==> src/rtl/lcd_pkg.sv <==
// lcd_pkg: shared types and constants for the HD44780-style LCD write controller.
//   - lcd_state_e   : controller FSM state encoding
//   - CMD_*         : LCD command bytes used by the controller
//   - INIT_ROM      : power-up init command sequence (INIT_LEN entries)
//   - init_rom()    : safe indexed access to INIT_ROM
//   - is_long_cmd() : selects the long (clear/home) execution wait
//   - max_int()     : helper used to size the shared timer
package lcd_pkg;

    typedef enum logic [2:0] {
        ST_POWERUP = 3'd0,
        ST_INIT    = 3'd1,
        ST_IDLE    = 3'd2,
        ST_SETUP   = 3'd3,
        ST_PULSE   = 3'd4,
        ST_HOLD    = 3'd5,
        ST_WAIT    = 3'd6
    } lcd_state_e;

    localparam logic [7:0] CMD_CLEAR     = 8'h01;
    localparam logic [7:0] CMD_HOME      = 8'h02;
    localparam logic [7:0] CMD_FUNC_8B2L = 8'h38;
    localparam logic [7:0] CMD_DISP_ON   = 8'h0C;
    localparam logic [7:0] CMD_ENTRY_INC = 8'h06;

    localparam int INIT_LEN = 6;

    localparam logic [7:0] INIT_ROM [INIT_LEN] = '{
        CMD_FUNC_8B2L, CMD_FUNC_8B2L, CMD_FUNC_8B2L,
        CMD_DISP_ON, CMD_CLEAR, CMD_ENTRY_INC
    };

    // Indexed ROM read; out-of-range indices return 0 rather than X.
    function automatic logic [7:0] init_rom(input logic [2:0] idx);
        logic [7:0] val;
        case (idx)
            3'd0:    val = INIT_ROM[0];
            3'd1:    val = INIT_ROM[1];
            3'd2:    val = INIT_ROM[2];
            3'd3:    val = INIT_ROM[3];
            3'd4:    val = INIT_ROM[4];
            3'd5:    val = INIT_ROM[5];
            default: val = 8'h00;
        endcase
        return val;
    endfunction

    // Clear/home (0x01..0x03 as commands) need the long execution wait.
    function automatic logic is_long_cmd(input logic rs, input logic [7:0] data);
        return (rs == 1'b0) &&
               ((data == CMD_CLEAR) || (data == CMD_HOME) || (data == 8'h03));
    endfunction

    function automatic int max_int(input int a, input int b);
        return (a > b) ? a : b;
    endfunction

endpackage

==> src/rtl/lcd_timer.sv <==
// lcd_timer: load/count/done down-counter shared by every timed FSM state.
//   i_clk      : clock
//   i_reset    : asynchronous active-high reset (count cleared)
//   i_load     : load i_load_val this edge (takes priority over counting)
//   i_load_val : value to load (duration minus one)
//   o_done     : count has reached zero; the counter stops there, never wraps
module lcd_timer #(
    parameter int WIDTH = 8
) (
    input  logic             i_clk,
    input  logic             i_reset,
    input  logic             i_load,
    input  logic [WIDTH-1:0] i_load_val,
    output logic             o_done
);

    logic [WIDTH-1:0] count_r;

    // Down-counter: load has priority, otherwise decrement until zero and hold.
    always_ff @(posedge i_clk or posedge i_reset) begin
        if (i_reset) begin
            count_r <= {WIDTH{1'b0}};
        end else if (i_load) begin
            count_r <= i_load_val;
        end else if (count_r != {WIDTH{1'b0}}) begin
            count_r <= count_r - {{(WIDTH-1){1'b0}}, 1'b1};
        end else begin
            count_r <= count_r;
        end
    end

    assign o_done = (count_r == {WIDTH{1'b0}});

endmodule

==> src/rtl/lcd_write_ctrl.sv <==
// lcd_write_ctrl: drives an HD44780-style 8-bit write-only LCD bus from a
// valid/ready write port, with setup / enable-pulse / hold / execution timing.
//
// Optional feature macro: LCD_INIT_SEQ_EN
//   defined   : after reset wait T_POWERUP cycles, then replay the built-in
//               init ROM before accepting writes.
//   undefined : no power-up wait or init; the FSM reaches IDLE on the first
//               edge after reset and o_init_done is set from that edge.
//
// Ports:
//   i_clk, i_reset        : clock, asynchronous active-high reset
//   i_wr_vld/rs/data      : write request (rs 0 = command, 1 = data)
//   o_wr_rdy              : high only in IDLE; a write is accepted on vld & rdy
//   o_init_done           : init complete, sticky until reset
//   o_lcd_on              : LCD power enable, 1 from the first edge after reset
//   o_lcd_en/rs/rw/data   : LCD bus (rw tied to 0)
//
// All outputs are registered and computed from the next state, so each bus
// phase lasts exactly its programmed number of cycles.
module lcd_write_ctrl
    import lcd_pkg::*;
#(
    parameter int T_SETUP    = 2,
    parameter int T_EN       = 12,
    parameter int T_HOLD     = 2,
    parameter int T_CMD_WAIT = 2000,
    parameter int T_CLR_WAIT = 80000,
    parameter int T_POWERUP  = 750000
) (
    input  logic       i_clk,
    input  logic       i_reset,
    input  logic       i_wr_vld,
    input  logic       i_wr_rs,
    input  logic [7:0] i_wr_data,
    output logic       o_wr_rdy,
    output logic       o_init_done,
    output logic       o_lcd_on,
    output logic       o_lcd_en,
    output logic       o_lcd_rs,
    output logic       o_lcd_rw,
    output logic [7:0] o_lcd_data
);

    localparam int T_MAX = max_int(max_int(max_int(T_SETUP, T_EN), max_int(T_HOLD, T_CMD_WAIT)),
                                   max_int(T_CLR_WAIT, T_POWERUP));
    localparam int TW    = $clog2(T_MAX) + 1;

    lcd_state_e    state_r, state_s;
    logic          lcd_rs_r, lcd_rs_s;
    logic [7:0]    lcd_data_r, lcd_data_s;
    logic          lcd_en_r;
    logic          wr_rdy_r;
    logic          init_done_r, init_done_s;
    logic          lcd_on_r;
    logic          tmr_load_s;
    logic [TW-1:0] tmr_val_s;
    logic          tmr_done_s;

`ifdef LCD_INIT_SEQ_EN
    logic [2:0]    step_r, step_s;
    // armed_r marks that the power-up count has been loaded; the timer
    // comes out of reset at zero, so the first POWERUP edge loads it.
    logic          armed_r, armed_s;
`endif

    lcd_timer #(
        .WIDTH (TW)
    ) u_timer (
        .i_clk      (i_clk),
        .i_reset    (i_reset),
        .i_load     (tmr_load_s),
        .i_load_val (tmr_val_s),
        .o_done     (tmr_done_s)
    );

    // Next-state, latched bus values and timer control.
    always_comb begin
        state_s     = state_r;
        lcd_rs_s    = lcd_rs_r;
        lcd_data_s  = lcd_data_r;
        init_done_s = init_done_r;
        tmr_load_s  = 1'b0;
        tmr_val_s   = {TW{1'b0}};
`ifdef LCD_INIT_SEQ_EN
        step_s      = step_r;
        armed_s     = armed_r;
`endif
        case (state_r)
            ST_POWERUP: begin
`ifdef LCD_INIT_SEQ_EN
                if (!armed_r) begin
                    armed_s    = 1'b1;
                    tmr_load_s = 1'b1;
                    tmr_val_s  = TW'(T_POWERUP - 1);
                end else if (tmr_done_s) begin
                    state_s = ST_INIT;
                    step_s  = 3'd0;
                end else begin
                    state_s = ST_POWERUP;
                end
`else
                state_s     = ST_IDLE;
                init_done_s = 1'b1;
`endif
            end
            ST_INIT: begin
`ifdef LCD_INIT_SEQ_EN
                lcd_rs_s   = 1'b0;
                lcd_data_s = init_rom(step_r);
                state_s    = ST_SETUP;
                tmr_load_s = 1'b1;
                tmr_val_s  = TW'(T_SETUP - 1);
`else
                state_s    = ST_IDLE;
`endif
            end
            ST_IDLE: begin
                // wr_rdy_r is only high in IDLE, so a vld arriving on the
                // edge that enters IDLE waits for the next edge.
                if (i_wr_vld && wr_rdy_r) begin
                    lcd_rs_s   = i_wr_rs;
                    lcd_data_s = i_wr_data;
                    state_s    = ST_SETUP;
                    tmr_load_s = 1'b1;
                    tmr_val_s  = TW'(T_SETUP - 1);
                end else begin
                    state_s = ST_IDLE;
                end
            end
            ST_SETUP: begin
                if (tmr_done_s) begin
                    state_s    = ST_PULSE;
                    tmr_load_s = 1'b1;
                    tmr_val_s  = TW'(T_EN - 1);
                end else begin
                    state_s = ST_SETUP;
                end
            end
            ST_PULSE: begin
                if (tmr_done_s) begin
                    state_s    = ST_HOLD;
                    tmr_load_s = 1'b1;
                    tmr_val_s  = TW'(T_HOLD - 1);
                end else begin
                    state_s = ST_PULSE;
                end
            end
            ST_HOLD: begin
                if (tmr_done_s) begin
                    state_s    = ST_WAIT;
                    tmr_load_s = 1'b1;
                    if (is_long_cmd(lcd_rs_r, lcd_data_r)) begin
                        tmr_val_s = TW'(T_CLR_WAIT - 1);
                    end else begin
                        tmr_val_s = TW'(T_CMD_WAIT - 1);
                    end
                end else begin
                    state_s = ST_HOLD;
                end
            end
            ST_WAIT: begin
                if (tmr_done_s) begin
`ifdef LCD_INIT_SEQ_EN
                    if (init_done_r) begin
                        state_s = ST_IDLE;
                    end else if (step_r == 3'(INIT_LEN - 1)) begin
                        state_s     = ST_IDLE;
                        init_done_s = 1'b1;
                    end else begin
                        state_s = ST_INIT;
                        step_s  = step_r + 3'd1;
                    end
`else
                    state_s = ST_IDLE;
`endif
                end else begin
                    state_s = ST_WAIT;
                end
            end
            default: begin
                state_s = ST_POWERUP;
            end
        endcase
    end

    // State and registered outputs; EN/ready are decoded from the next state.
    always_ff @(posedge i_clk or posedge i_reset) begin
        if (i_reset) begin
            state_r     <= ST_POWERUP;
            lcd_rs_r    <= 1'b0;
            lcd_data_r  <= 8'h00;
            lcd_en_r    <= 1'b0;
            wr_rdy_r    <= 1'b0;
            init_done_r <= 1'b0;
            lcd_on_r    <= 1'b0;
        end else begin
            state_r     <= state_s;
            lcd_rs_r    <= lcd_rs_s;
            lcd_data_r  <= lcd_data_s;
            lcd_en_r    <= (state_s == ST_PULSE);
            wr_rdy_r    <= (state_s == ST_IDLE);
            init_done_r <= init_done_s;
            lcd_on_r    <= 1'b1;
        end
    end

`ifdef LCD_INIT_SEQ_EN
    // Init sequencing registers.
    always_ff @(posedge i_clk or posedge i_reset) begin
        if (i_reset) begin
            step_r  <= 3'd0;
            armed_r <= 1'b0;
        end else begin
            step_r  <= step_s;
            armed_r <= armed_s;
        end
    end
`endif

    assign o_wr_rdy    = wr_rdy_r;
    assign o_init_done = init_done_r;
    assign o_lcd_on    = lcd_on_r;
    assign o_lcd_en    = lcd_en_r;
    assign o_lcd_rs    = lcd_rs_r;
    assign o_lcd_rw    = 1'b0;
    assign o_lcd_data  = lcd_data_r;

endmodule

==> config.mk <==
export PLATFORM = sky130hd
export DESIGN_NAME = lcd_write_ctrl
export DESIGN_NICKNAME = d
export VERILOG_FILES = /design/src/rtl/lcd_pkg.sv /design/src/rtl/lcd_timer.sv /design/src/rtl/lcd_write_ctrl.sv
export SDC_FILE = /design/constraint.sdc
export NUM_CORES = 1
export LEC_CHECK = 0
export BUFFER_PORTS_ARGS = -buffer_cell sky130_fd_sc_hd__buf_2
export CORE_ASPECT_RATIO = 0.9
export CORE_MARGIN = 5
export CORE_UTILIZATION = 30
export CTS_CLUSTER_DIAMETER = 200
export DETAILED_ROUTE_END_ITERATION = 10
export HOLD_SLACK_MARGIN = 0.05
export PLACE_DENSITY_LB_ADDON = 0.3
export SETUP_SLACK_MARGIN = 0.05
export SYNTH_ARGS = -nofsm -noshare
export SYNTH_HDL_FRONTEND = slang
export SYNTH_SLANG_ARGS = --single-unit
export TNS_END_PERCENT = 100
==> constraint.sdc <==
create_clock -name i_clk -period 2.1 [get_ports i_clk]
set_input_delay 0.42 -clock i_clk [delete_from_list [all_inputs] [get_ports i_clk]]
set_output_delay 0.42 -clock i_clk [all_outputs]
set_load 0.005 [all_outputs]
# ---- Yosys cells after proc, flatten, opt, wreduce, memory -nomap -nowiden
# Index checks and enable logic that the tools add are counted.
dict set report op_classes {
  addsub 1
  n_mul 0
  div 0
  order_cmp 0
  eq_ne 11
  shifts 0
  n_mux 17
  n_bitwise 1
  reduce_logical 11
}
# op count
set ops {}
lappend ops {{$pmux W17 S4} 1}
lappend ops {{$mux W21} 2}
lappend ops {{$mux W17} 2}
lappend ops {{$logic_not A21 Y1} 1}
lappend ops {{$reduce_bool A21 Y1} 1}
lappend ops {{$sub A21 B1 Y21 const B} 1}
lappend ops {{$pmux W3 S6} 1}
lappend ops {{$eq A8 B2 Y1 const B} 2}
lappend ops {{$eq A3 B3 Y1 const B} 4}
lappend ops {{$eq A3 B2 Y1 const B} 3}
lappend ops {{$eq A8 B1 Y1 const B} 1}
lappend ops {{$mux W1} 6}
lappend ops {{$mux W3} 2}
lappend ops {{$mux W4} 1}
lappend ops {{$eq A3 B1 Y1 const B} 1}
lappend ops {{$logic_not A3 Y1} 1}
lappend ops {{$reduce_or A3 Y1} 1}
lappend ops {{$logic_and A1 B1 Y1} 2}
lappend ops {{$logic_or A1 B1 Y1} 2}
lappend ops {{$mux W2} 1}
lappend ops {{$pmux W1 S2} 1}
lappend ops {{$reduce_and A2 Y1} 1}
lappend ops {{$reduce_bool A2 Y1} 1}
lappend ops {{$reduce_or A2 Y1} 1}
lappend ops {{$not A1 Y1} 1}
dict set report word_totals {
  regBits 37
  latch_bits 0
  mem_bits_rw 0
  romBits 0
  in_bits 12
  output_inout_bits 14
  wordCells 49
  n_memories 0
}

# ---- Depth between registers and ports, before layout
# Gate-level depths: netlist of run 1.
dict set report logic_depth {
  ltp_word 8
  ltp_mapped 8
  mapped_depth_nobuf 7
}

# ---- Hierarchy
# From an unflattened synthesis of run 1, not the netlist that was laid out.
dict set report hier_totals {
  hier_cells 201
  hier_area_um2 2135.8
}
# module n_inst cells_each area_per_inst_um2 seq_area_each_um2
set by_module_without_submodules {}
lappend by_module_without_submodules {lcd_timer 1 136 1351.3 525.5}
lappend by_module_without_submodules {lcd_write_ctrl 1 65 784.5 400.4}

# ---- Least setup slack after synthesis of run 1
# Ideal clock, no wire load.
dict set report synth_path {
  kind {register -> register}
  from {register u_timer.count_r[0]}
  to {register state_r[1]}
  setup_ps 124
  t_arrival_ps 2128
  t_required_ps 1976
  slack_ps -152
  path_stages_with_launch 8
  n_path_buf 0
  period_less_slack_ps 2252
  cell_sequence {dfrtp_1 inv_1 ha_1 or4b_4 or3_4 nor3_4 nand2_1 a211o_1}
}
dict set report synth_between {
  elab_chain_cells 3
  word_cells_on_any_way 4
  classes_between {3 x mux; 1 x reduce/logical}
}
# element line_no
set synth_rtl {}
lappend synth_rtl {{start, declared} lcd_timer.sv:17} ;# logic [WIDTH-1:0] count_r;
lappend synth_rtl {{start signal, assigned} lcd_timer.sv:22} ;# count_r <= {WIDTH{1'b0}};
lappend synth_rtl {{start signal, assigned} lcd_timer.sv:24} ;# count_r <= i_load_val;
lappend synth_rtl {{start signal, assigned} lcd_timer.sv:26} ;# count_r <= count_r - {{(WIDTH-1){1'b0}}, 1'b1};
lappend synth_rtl {{$logic_not A21 Y1 *} lcd_timer.sv:32} ;# assign o_done = (count_r == {WIDTH{1'b0}});
lappend synth_rtl {{$mux W2 or $mux W3 (tied branches)} {lcd_write_ctrl.sv:149, lcd_write_ctrl.sv:131}}
lappend synth_rtl {{$pmux W3 S6 *} lcd_write_ctrl.sv:88} ;# case (state_r)
lappend synth_rtl {{net state_s[1]} lcd_write_ctrl.sv:48} ;# lcd_state_e state_r, state_s;
lappend synth_rtl {{end signal, assigned} lcd_write_ctrl.sv:197} ;# state_r <= state_s;
lappend synth_rtl {{end, declared} lcd_write_ctrl.sv:48}
# The timed path passes the listed nets; every way through them passes the cells marked *.
# A chain may end at the register's enable or synchronous reset.

# ---- Worst setup path after layout of run 1
dict set report layout_path {
  from {register u_timer.count_r[0]}
  to {register u_timer.count_r[2]}
}
dict set report layout_between {
  elab_chain_cells 4
  word_cells_on_any_way 10
  classes_between {1 x add/sub; 6 x mux; 3 x reduce/logical}
}
# element
set layout_rtl {}
lappend layout_rtl {{parallel branches: the longest is 4 deep, another holds $sub A21 B1 Y21}}
# Parallel ways; which one is timed is not known. The select of a mux whose other input is x is not followed.

==> results of run 1 <==
==> cell families after synthesis <==
kind of cell,after synthesis,share of synthesized area [%]
AOI/OAI and AO/OA,33,10.0
xor gates and xnor gates,17,7.42
adders and majority gates,2,1.25
buffers and inverters,11,2.93
DFF,37,46.2
muxes,10,5.55
other,2,0.374
and+or+nand+nor,85,26.3
==> placed cells by master (no fill, tap or decap), types with 2 or more instances in the layout <==
cell type and n:
a21oi_1 15, buf_2 24, buf_4 31, buf_6 2
clkbuf_8 6, conb_1 2, dfrtp_1 37, ha_4 2
inv_1 4, inv_2 2, mux2_2 9, nand2_1 8
nand2_2 2, nand2b_1 5, nand3_1 4, nand4_1 2
nand4b_1 2, nor2_1 21, nor2_4 2, nor3_1 7
nor3_2 3, nor3_4 3, nor4_1 7, nor4_4 2
o21ai_0 4, o21ai_2 2, o31ai_4 2, or2_2 4
or3_1 2, or3_4 2, xnor2_1 15
==> through the flow <==
| step | setup TNS [ps] | hold WS [ps] | setup slack (ps) |
|---|---|---|---|
| 2_1_floorplan | -955 | 465 | -147 |
| 3_3_place_gp | -1460 | 448 | -134 |
| 3_5_place_dp | -1930 | 453 | -165 |
| 4_1_cts | -1370 | 245 | -128 |
| 5_1_grt | -2470 | 288 | -184 |
| 6_report | -1350 | 232 | -128 |
==> final timing paths <==
kind                                  endpoint  slack, ps  cells past startpoint
max                         u_timer.count_r[2]       -130                      7
min in group i_clk               o_lcd_data[7]        360                      2
min                        u_timer.count_r[13]        230                      3
min reg2reg                        o_init_done        470                      1
max reg2reg                 u_timer.count_r[2]       -130                      7
max in group asynchronous   u_timer.count_r[7]       1540                      3
==> worst register-to-register path, delay by kind of cell (launching register included) <==
kind / cells / cell delay, ps
DFF: 1 / 390
and+or+nand+nor: 5 / 1520
buffers and inverters: 1 / 80
adders and majority gates: 1 / 120
==> flip-flops by register name, indices dropped and copies added (netlist names) <==
register,cells
o_init_done,1
o_lcd_data,8
o_lcd_en,1
o_lcd_on,1
o_lcd_rs,1
o_wr_rdy,1
state_r,3
u_timer.count_r,21
==> report_power, final <==
group          total (mW)  switching, mW  internal, mW
logic                1.88          0.920         0.959
clock network       0.636          0.249         0.387
registers            1.31          0.317         0.993
==> layout make-up <==
type | count | share of cell area (%)
Clock buffer | 7 | 3.14
Clock inverter | 1 | 1.09
Inverter | 6 | 0.820
Multi-Input combinational cell | 150 | 43.4
Sequential cell | 37 | 33.7
Tap cell | 90 | 4.10
Timing Repair Buffer | 57 | 13.7
==> metal layers <==
metal,track usage [%],vias to the layer above,wire [µm]
li1,-,826,-
met1,17.9,795,2330
met2,19.6,27,2170
met3,2.66,7,143
met4,4.78,0,85
met5,0,-,0
==> repair_timing <==
action | CTS | global route
buffers inserted | 2 | 5
pin swaps | 9 | 14
gates resized for setup | 12 | 20
cloned | 1 | 0
endpoints found under the setup margin | 22 | 26
==> metrics.csv, run 1 <==
metric,value,unit
drc_errors,0,
cts_hold_buf,0,
r2r_start,u_timer.count_r[0],
cts_made_buffers,5,
yosysTopAreaCellShare,46.2,%
skew,8.71,ps
routedWlPerCell,13.6,µm
fin_crit_sh,106,%
dpl_cell_area,2400,µm²
yosysWarningCount,0,
syn_nets,211,
synth_edf_count,0,
cts_tree,built,
antenna_found_initial,0,
min_period,2230,ps
status,"finished, violations left",
post-route-cell-area,2750,µm²
yosysMostFrequentCell,dfrtp_1,
fillCellCount,648,
layout.area.seq,926,µm²
dp_hpwl,3280,µm
cp_slowest_stage_delay,450,ps
grt_first_pass_wirelength,8380,µm
synth_seq_cells,37,
totalPowerFinal,3.83,mW
fp.dieW,96.2,µm
grt_pass1_vias,1744,
multi_input_area,1190,µm²
criticalPathCategory,register to register,
grt_max_degree,38,
die_h,87.6,µm
critPathBufInv,1,
synth_seq_area_share,46.2,%
grt_usage,12.8,%
synthArstFlopShare,100,%
maxCapViolations,0,
root_buffer,clkbuf_8,
post-place-cells,333,
die-area,8420,µm²
final_core_util,41.9,%
drv_slew,0,
drt-initial-drc-count,115,
rows,28,
ant_nets,0,
vias,1655,
rsz0062_at_grt,true,
cp_cell_sequence,inv_2 -> ha_4 -> or4b_4 -> or3_4 -> or3_4 -> nor2_4 -> nor2_1,
clk_pin_slew_worst_paths,80,ps
final_cell_count_no_fill,348,
numClockSinks,37,
critPathTopFamily,simple AND/OR/NAND/NOR gates,
diodes,0,
critPathLaunchType,register,
netlist_area,2010,µm²
worstSetupStartpoint,u_timer.count_r[0],
clockBufferDepth,2,
synth_area_leaders,"dfrtp_1 (46%), xnor2_1 (7.0%), mux2_2 (5.1%)",
gp_congestion,0.806,
finalWorstSetupSlack,-128,ps
power_density,1390,nW/µm²
routed_via_density,4.76,
layout.nets,271,
hold_violations,0,
clock_latency,290,ps
synth_top_flop_cell,dfrtp_1,
power_leakage,1.22,nW
hold_path_class,input pin to async pin,
violations,negative setup slack,
initial_core_util,30.6,%
dr.pass1.iters,4,
setup_viol,15,
irDropWorstVdd,0.613,mV
yosys.area.top_type,dfrtp_1,
synth.distinct_cells,46,
required,2270,ps
h-tree-depth,2,
wirelength,4730,µm
end_kind,register,
netlist_instances,197,
cpMostUsedCell,or3_4,
area_delta_synth_final,36.9,%
drive_above_1_share,42.6,%
cp.arrival,2400,ps
netlist_top_cells_count,"dfrtp_1 (37), nor2_1 (21), xnor2_1 (16)",
syn-mean-instance-area,10.2,µm²
placeableCoreArea,6550,µm²
portBuffers,24,
cp_slowest_cell,or4b_4,
timing.fmax,449,MHz
crit_fanout,5,
num_io_pins,26,
grt_overflow,0,
No activity file was read; power rests on OpenSTA's default activity.
==> run 2, diff against run 1 <==
clock period = 1.81 ns   (was 2.1 ns; I/O delays follow)
==> run 2 against run 1 <==
Effect of this change: the flow still finishes with violations (negative setup slack); clock-buffer cell count is 1 lower; via count is 7.1% higher; sequential share of layout area is 1.9 points lower; register-to-register slack worse by 240 ps; maximum frequency is 2.3% higher; sequential power is 13% higher; clock skew is 0.99 ps lower; critical path type unchanged; critical endpoint is now u_timer.count_r[12].
==> metrics.csv, run 2 (synthesized netlist as in run 1, its figures left out) <==
metric,value,unit
cp.arrival,2370,ps
root_buffer,clkbuf_8,
num_io_pins,26,
dp_hpwl,3650,µm
largest_reg_flops,21,
hold_violations,0,
multi_input_area,1200,µm²
initial_core_util,30.6,%
reg2regPathDepth,7,
criticalPathCategory,register to register,
top_register,u_timer.count_r,
rows,28,
layout_common_cells,"buf_4 (47), dfrtp_1 (37), buf_2 (24), nor2_1 (21), a21oi_1 (15)",
r2r_slack,-370,ps
die-area,8420,µm²
finalWorstSetupSlack,-368,ps
power_density,1650,nW/µm²
cts_hold_buf,0,
routed_via_density,4.82,
layout.area.seq,926,µm²
skew,7.72,ps
gp_congestion,0.824,
power_leakage,1.32,nW
violations,negative setup slack,
clk_pin_slew_worst_paths,80,ps
hold_slack,159,ps
grt_overflow,0,
final_core_util,44.5,%
placeableCoreArea,6550,µm²
use_met2,21.4,%
end_kind,register,
ant_nets,0,
final_cell_count_no_fill,368,
grt_max_degree,38,
post-route-cell-area,2910,µm²
dr.pass1.iters,4,
crit_fanout,5,
post-place-cells,355,
area_delta_synth_final,45.2,%
grt_pass1_vias,1810,
final_common_cell,buf_4,
fin_crit_sh,120,%
maxCapViolations,0,
layout.nets,291,
worstMarginPinSlew,495,ps
numClockSinks,37,
drive_above_1_share,46.8,%
rsz0062_at_grt,true,
drt-initial-drc-count,86,
r2r_start,u_timer.count_r[0],
grt_first_pass_wirelength,8760,µm
fp.dieW,96.2,µm
cts_made_buffers,5,
use_met3,3.87,%
routedWlPerCell,14.0,µm
wirelength,5140,µm
relSlewSlack,66.7,%
setup_viol,26,
critPathLaunchType,register,
clockBufferDepth,2,
grt_usage,13.8,%
die_h,87.6,µm
vias,1772,
h-tree-depth,2,
timing.fmax,459,MHz
status,"finished, violations left",
hold_path_class,input pin to async pin,
drv_slew,0,
drc_errors,0,
min_period,2180,ps
totalPowerFinal,4.80,mW
dpl_worst_slack,-453,ps
top_usage_layer,met2,
irDropWorstVdd,0.648,mV
gr-usage-met1,18.4,%
cts_tree,built,
fillCellCount,650,
reg2reg_to,u_timer.count_r[12],
worstSetupStartpoint,u_timer.count_r[0],
antenna_found_initial,0,
diodes,0,
portBuffers,24,
required,2000,ps
dpl_cell_area,2580,µm²
clock_latency,310,ps
finalSetupTns,-7610,ps
## run 2: changes by cell type in the layout (fill, tap and decap cells not counted), moves of 2 or more
cell     change
buf_6        +4
o21ai_1      +2
buf_4       +16
o21ai_2      -2
## run 2: per-layer routing
| layer | share of wire, % | wire length, µm |
|---|---|---|
| met5 | 0 | 0 |
| met4 | 1.8 | 90 |
| met3 | 4.5 | 230 |
| met2 | 45 | 2320 |
| met1 | 49 | 2500 |
## run 2: repair_timing
action                                  in CTS  in global routing
resized for setup                           32                  4
gates cloned                                 1                  0
pin swaps                                   10                 15
setup buffers                                3                  3
endpoints found under the setup margin      26                 26
## run 2: how the worst max path moves through the flow
stage / slack [ps] / depth (start not counted) / endpoint
2_1_floorplan: -440 / 7 / state_r[1]
3_3_place_gp: -420 / 7 / u_timer.count_r[4]
3_5_place_dp: -450 / 7 / u_timer.count_r[6]
4_1_cts: -400 / 7 / u_timer.count_r[6]
5_1_grt: -450 / 9 / u_timer.count_r[2]
6_report: -370 / 7 / u_timer.count_r[12]
## run 2: cell type report
cell class	count	share of cell area, %
multi-input cells	150	41.2
clock inverters	2	1.33
flip-flops and latches	37	31.8
inverters	6	0.773
clock buffers	6	2.49
well taps	90	3.87
repair buffers	77	18.6
## run 2: worst max-delay path, stage by stage (launching register included)
cell and delay [ps]:
dfrtp_1 390, inv_2 60, ha_1 130, or4b_4 450
or3_4 360, or3_4 400, nor2_4 200, nor2_1 70
## run 2: report_power, final
part           switching, mW  internal [mW]  leakage, nW  total (mW)
logic                   1.18           1.40        0.795        2.58
clock network          0.320          0.414       0.0554       0.734
registers              0.332           1.15        0.466        1.48
total                   1.84           2.96         1.32        4.80
